`config.mk`:
```
export PLATFORM = sky130hd
export DESIGN_NAME = boot_loader
export DESIGN_NICKNAME = d
export VERILOG_FILES = /design/src/rtl/boot_loader.sv
export SDC_FILE = /design/constraint.sdc
export NUM_CORES = 1
export LEC_CHECK = 0
export ABC_AREA = 1
export BUFFER_PORTS_ARGS = -buffer_cell sky130_fd_sc_hd__buf_4
export CORE_MARGIN = 2
export CORE_UTILIZATION = 35
export DETAILED_ROUTE_END_ITERATION = 8
export HOLD_SLACK_MARGIN = 0.08
export PLACE_DENSITY = 0.64
export SLEW_MARGIN = 20
export SYNTH_ARGS = -nofsm -noshare
export SYNTH_HDL_FRONTEND = slang
export SYNTH_SLANG_ARGS = --single-unit
export TNS_END_PERCENT = 1
```
`constraint.sdc`:
```
create_clock -name clk -period 1.9 [get_ports clk]
set_input_delay 0.285 -clock clk [delete_from_list [all_inputs] [get_ports clk]]
set_output_delay 0.285 -clock clk [all_outputs]
set_load 0.02 [all_outputs]
```
`src/rtl/boot_loader.sv`:
```
// boot_loader: receives a length-prefixed byte image and writes it into memory word by word, then releases the CPU.
module boot_loader #(
  parameter logic [31:0] BASE_ADDR = 32'h0000_0000,
  parameter int MAX_WORDS = 64
) (
  input  logic        clk,
  input  logic        reset,
  input  logic [7:0]  in_data,
  input  logic        in_valid,
  output logic        in_ready,
  output logic        MemWrite,
  output logic [31:0] DataAdr,
  output logic [31:0] WriteData,
  output logic        start,
  output logic        err,
  output logic [15:0] words_loaded
);
  typedef enum logic [2:0] {HDR0, HDR1, DATA, WRITE, DONE, ERR} state_t;
  localparam logic [15:0] MAXW = 16'(MAX_WORDS);
  state_t state, next;
  logic [15:0] n;
  logic [15:0] hdr;
  logic [1:0] idx;
  logic [23:0] asm_w;
  logic acc;
  assign acc = in_valid & in_ready;
  assign hdr = {in_data, n[7:0]};
  always_ff @(posedge clk)
    if (!reset) state <= HDR0;
    else state <= next;
  always_comb begin
    next = state;
    case (state)
      HDR0:  next = acc ? HDR1 : HDR0;
      HDR1:  next = !acc ? HDR1 : hdr == 16'd0 ? DONE : hdr > MAXW ? ERR : DATA;
      DATA:  next = (acc && idx == 2'd3) ? WRITE : DATA;
      WRITE: next = (words_loaded + 16'd1 == n) ? DONE : DATA;
      default: next = state;
    endcase
  end
  always_comb begin
    in_ready = reset && (state == HDR0 || state == HDR1 || state == DATA);
    MemWrite = state == WRITE;
    start = state == DONE;
    err = state == ERR;
  end
  // address/data are captured with the 4th byte so they are stable through WRITE and held afterwards
  always_ff @(posedge clk)
    if (!reset) begin
      n <= '0;
      idx <= '0;
      asm_w <= '0;
      DataAdr <= '0;
      WriteData <= '0;
      words_loaded <= '0;
    end else begin
      if (acc && state == HDR0) n[7:0] <= in_data;
      if (acc && state == HDR1) begin
        n[15:8] <= in_data;
        idx <= '0;
      end
      if (acc && state == DATA) begin
        idx <= idx + 2'd1;
        if (idx == 2'd0) asm_w[7:0] <= in_data;
        if (idx == 2'd1) asm_w[15:8] <= in_data;
        if (idx == 2'd2) asm_w[23:16] <= in_data;
        if (idx == 2'd3) begin
          DataAdr <= BASE_ADDR + {14'd0, words_loaded, 2'b00};
          WriteData <= {in_data, asm_w};
        end
      end
      if (state == WRITE) words_loaded <= words_loaded + 16'd1;
    end
endmodule
```
# == Word level (Yosys, flattened, before mapping) ==
# Cells that the tools add are included.
# op_classes
n_addsub,2
magnitude_cmp,1
eq_ne,9
mux,9
n_bitwise,1
reduce_logical,16
# ops
operator,count
16-bit by 1-bit adder with 16-bit output (second input constant),1
16-bit == test,1
16-bit by 7-bit greater-than comparator with 1-bit output (second input constant),1
16-bit zero test,1
3-bit two-way mux,4
3-bit one-hot mux with 4 select lines,1
2-bit AND reduction,4
3-bit by 2-bit == test with 1-bit output (second input constant),2
3-bit == test (second input constant),2
1-bit logical AND,5
2-bit == test (second input constant),2
2-bit two-way mux,2
4-bit nonzero test,1
3-bit by 1-bit == test with 1-bit output (second input constant),1
3-bit zero test,1
2-bit by 1-bit adder with 2-bit output (second input constant),1
2-bit by 1-bit == test with 1-bit output (second input constant),1
2-bit zero test,1
1-bit logical OR,2
1-bit two-way mux,2
2-bit nonzero test,1
1-bit AND,1
# totals
register_bits,109
out_inout_bits,84
elab_cells,48

# == Logic depth before layout (Yosys ltp) ==
# depth
ltp_word,8
ltp_mapped,15
depth_no_buf,15

# == Worst setup path after synthesis ==
# Ideal clock, no wire load.
# synth_path
path_type,register -> register
from,register words_loaded[0]
to,register state[1]
setup_ns,0.119
arrival_ns,1.741
required_ns,1.781
slack_ns,0.040
stages_incl_launch_ff,15
path_buffers,0
cell_sequence,dfxtp_1 > ha_1 > nand2_2 > nor2_2 > nand3_1 > nand2_1 > nand2_1 > nand2_1 > nand2_1 > nor2_1 > nand2_1 > nor2_2 > nand2_1 > nand2_1 > a21oi_1
# synth_between
elab_chain_len,4
# synth_lines
item,line_no,text
from (decl),16,output logic [15:0] words_loaded
from (signal assigned),72,if (state == WRITE) words_loaded <= words_loaded + 16'd1;
16-bit by 1-bit adder with 16-bit output,37,WRITE: next = (words_loaded + 16'd1 == n) ? DONE : DATA;
16-bit == test,37,
3-bit two-way mux,37,
3-bit one-hot mux with 4 select lines,33,case (state)
to (signal assigned),30,else state <= next;
to (decl),20,"state_t state, next;"
# No other way between the ends.
# A chain may end at the register's enable or synchronous reset.

# == Worst setup path in the final report ==
# layout_path
from,register words_loaded[1]
to,register state[2]
# Same word-level chain as after synthesis.

==> results.sh <==
export IMPL_fillers=1381
export IMPL_die_area_um2=14600
export IMPL_synthFlopType="dfxtp_1"
export IMPL_p_leak_nw=2.62
export IMPL_power_mw=4.36
export IMPL_die_x_um=121
export IMPL_syn_to_final_growth_pct=24.6
export IMPL_synth_avg_cell_area_um2=7.36
export IMPL_hold_viol_final=0
export IMPL_drive_above_1_share=0.218
export IMPL_synth_cell_types=31
export IMPL_cts_root_buf="clkbuf_16"
export IMPL_clk_insertion_delay_late_ns=0.34
export IMPL_crit_fanout=7
export IMPL_clk_path_buf_depth=2
export IMPL_fp_row_count=42
export IMPL_vias_per_cell=4.82
export IMPL_avgRoutedWirePerCell_um=13.6
export IMPL_initial_core_util=0.360
export IMPL_core_um2=13200
export IMPL_cts_tree="yes"
export IMPL_layout_nets=746
export IMPL_setup_violations=0
export IMPL_rsz0062_at_grt="yes"
export IMPL_detail_route_antenna_nets=0
export IMPL_cp_cell_sequence="buf_6, nand2_2, nor2_4, buf_6, nand2_2, inv_2, nand3_2, nand2_2, nand2_1, nand2_2, nand2_1, nor2_2, nand3_2, nand3_2, nand2_1, inv_1"
export IMPL_antenna_cells=0
export IMPL_post_route_util=0.448
export IMPL_ir_drop_v=0.000343
export IMPL_initialDrtViolationCount=268
export IMPL_grt_max_degree=100
export IMPL_io_pins=95
export IMPL_placed_cell_area_um2=5550
export IMPL_synth_edff_count=0
export IMPL_drt_drc_violations_left=0
export IMPL_cap_viol_max_count=0
export IMPL_required_ns=2.19
export IMPL_first_global_vias=3948
export IMPL_track_usage=0.167
export IMPL_fin_tns_setup_ns=0
export IMPL_crit_buf_inv=4
export IMPL_synthArstFlopShare=0
export IMPL_crit_arrival_ns=2.14
export IMPL_cts_clk_slew_worst_paths_ns=0.07
export IMPL_finalMaxSlewViolations=0
export IMPL_powerDensity_nw_per_um2=734
export IMPL_gr_total_overflow=0
export IMPL_mostFrequentLayoutCells="106 x o21ai_0, 103 x dfxtp_1, 94 x buf_4"
export IMPL_post_place_cells=892
export IMPL_synth_area_um2=4760
export IMPL_cpMostUsedCell="nand2_2"
export IMPL_cp_top_family="simple AND/OR/NAND/NOR gates"
export IMPL_syn_inst=647
export IMPL_numCtsBuffers=9
export IMPL_ys_seq_area_frac=0.458
export IMPL_crit_path_end_kind="flop"
export IMPL_critPathMaxStageDelay_ns=0.37
export IMPL_ys_warn_count=0
export IMPL_period_minus_slack_ns=1.85
export IMPL_htree_levels=3
export IMPL_wl_um=12300
export IMPL_dr_pass1_iters=4
export IMPL_antenna_found_initial=0
export IMPL_path_class="reg2reg"
export IMPL_period_share=0.972
export IMPL_instances_no_fill=910
export IMPL_die_h_um=121
export IMPL_layout_commonest_cell="o21ai_0"
export IMPL_dp_hpwl_um=8650
export IMPL_grt_pass1_wl_um=19400
export IMPL_final_area_um2=5930
export IMPL_vias=4388
export IMPL_fmax_mhz=541
export IMPL_hold_class="in2reg"
export IMPL_outcome="complete, no violations"
export IMPL_gp_congestion=0.856
export IMPL_worstSetupStartpointType="flop"
export IMPL_numClockSinks=109
export IMPL_finalClockSkew_ns=0.00711
export IMPL_worst_path_max_delay_cell="dfxtp_4"
export IMPL_numPortBuffers=78
export IMPL_ys_ff_latch=109
power breakdown:
group	internal (mW)	switching [mW]
clock	0.902	0.869
combinational	0.0838	0.181
sequential	2.30	0.0186
metal layers:
layer / vias up / wire [um] / part of all wire / track usage
met1: 2019 / 6010 / 0.49 / 0.235
li1: 2257 / - / - / -
met2: 102 / 5690 / 0.46 / 0.264
met4: 0 / 169 / 0.014 / 0.0516
met5: - / 0 / 0 / 0
met3: 10 / 479 / 0.039 / 0.0264
worst paths after layout:
check / to / start / slack, ns / depth (start not counted)
hold reg to reg: n[15]$_SDFFE_PN0P_ / n[15]$_SDFFE_PN0P_ / 0.48 / 2
setup / recovery: state[2]$_SDFFE_PN0P_ / words_loaded[1]$_SDFFE_PN0P_ / 0.05 / 16
setup reg to reg: state[2]$_SDFFE_PN0P_ / words_loaded[1]$_SDFFE_PN0P_ / 0.05 / 16
hold / removal: n[1]$_SDFFE_PN0P_ / in_data[1] / 0.26 / 3
worst min-delay path, cell delays in order:
cell,delay [ns]
buf_4,0.14
nand3_1,0.08
a21oi_1,0.06
Yosys cell counts (3+ instances only):
cell type / instances / area, um2
nor2_2: 5 / 31.3
nor3_1: 5 / 25.0
a21oi_1: 73 / 365
nand3_2: 3 / 30.0
buf_4: 21 / 158
nor2_4: 3 / 33.8
ha_1: 5 / 62.6
buf_2: 9 / 45.0
inv_1: 64 / 240
nand2_1: 81 / 304
nor2_1: 85 / 319
o21ai_0: 106 / 531
clkbuf_1: 13 / 48.8
nand4_1: 10 / 62.6
nand3_1: 31 / 155
dfxtp_1: 109 / 2180
o211ai_1: 3 / 22.5
nand2_2: 6 / 37.5
cell type report:
class / instances / area [um2] / share of cell area
inverter: 67 / 263 / 0.0443
multi-input combinational: 442 / 2180 / 0.368
tap: 176 / 220 / 0.0371
timing repair buffer: 101 / 802 / 0.135
clock inverter: 5 / 45.0 / 0.00759
sequential: 109 / 2190 / 0.369
clock buffer: 10 / 229 / 0.0386
sequential cells by signal (all words and copies together), names as in the netlist:
register      flops
WriteData        32
words_loaded     16
idx               2
state             3
n                16
asm_w            24
DataAdr          16
metrics by stage:
stage               hold slack [ns]  setup slack [ns]
finish                        0.257            0.0530
global route                  0.286           -0.0432
CTS                           0.247            0.0584
detailed placement            0.467            0.0854
global placement              0.458             0.114
floorplan                     0.444            0.0396
what timing repair did:
action                                  4_1_cts  5_1_grt
buffers inserted                              0        3
gates resized for setup                       0       32
hold buffers                                  0        0
endpoints found under the setup margin        0       19
cell families after synthesis:
group,Yosys count,synth area share
AO/OA/AOI/OAI,185,0.196
XOR/XNOR,3,0.00841
adder cells (fa/ha/maj),5,0.0131
buffers and inverters,111,0.106
flip-flops,109,0.458
other,1,0.000787
AND/OR/NAND/NOR,233,0.217
(Power assumes the default switching activity.)
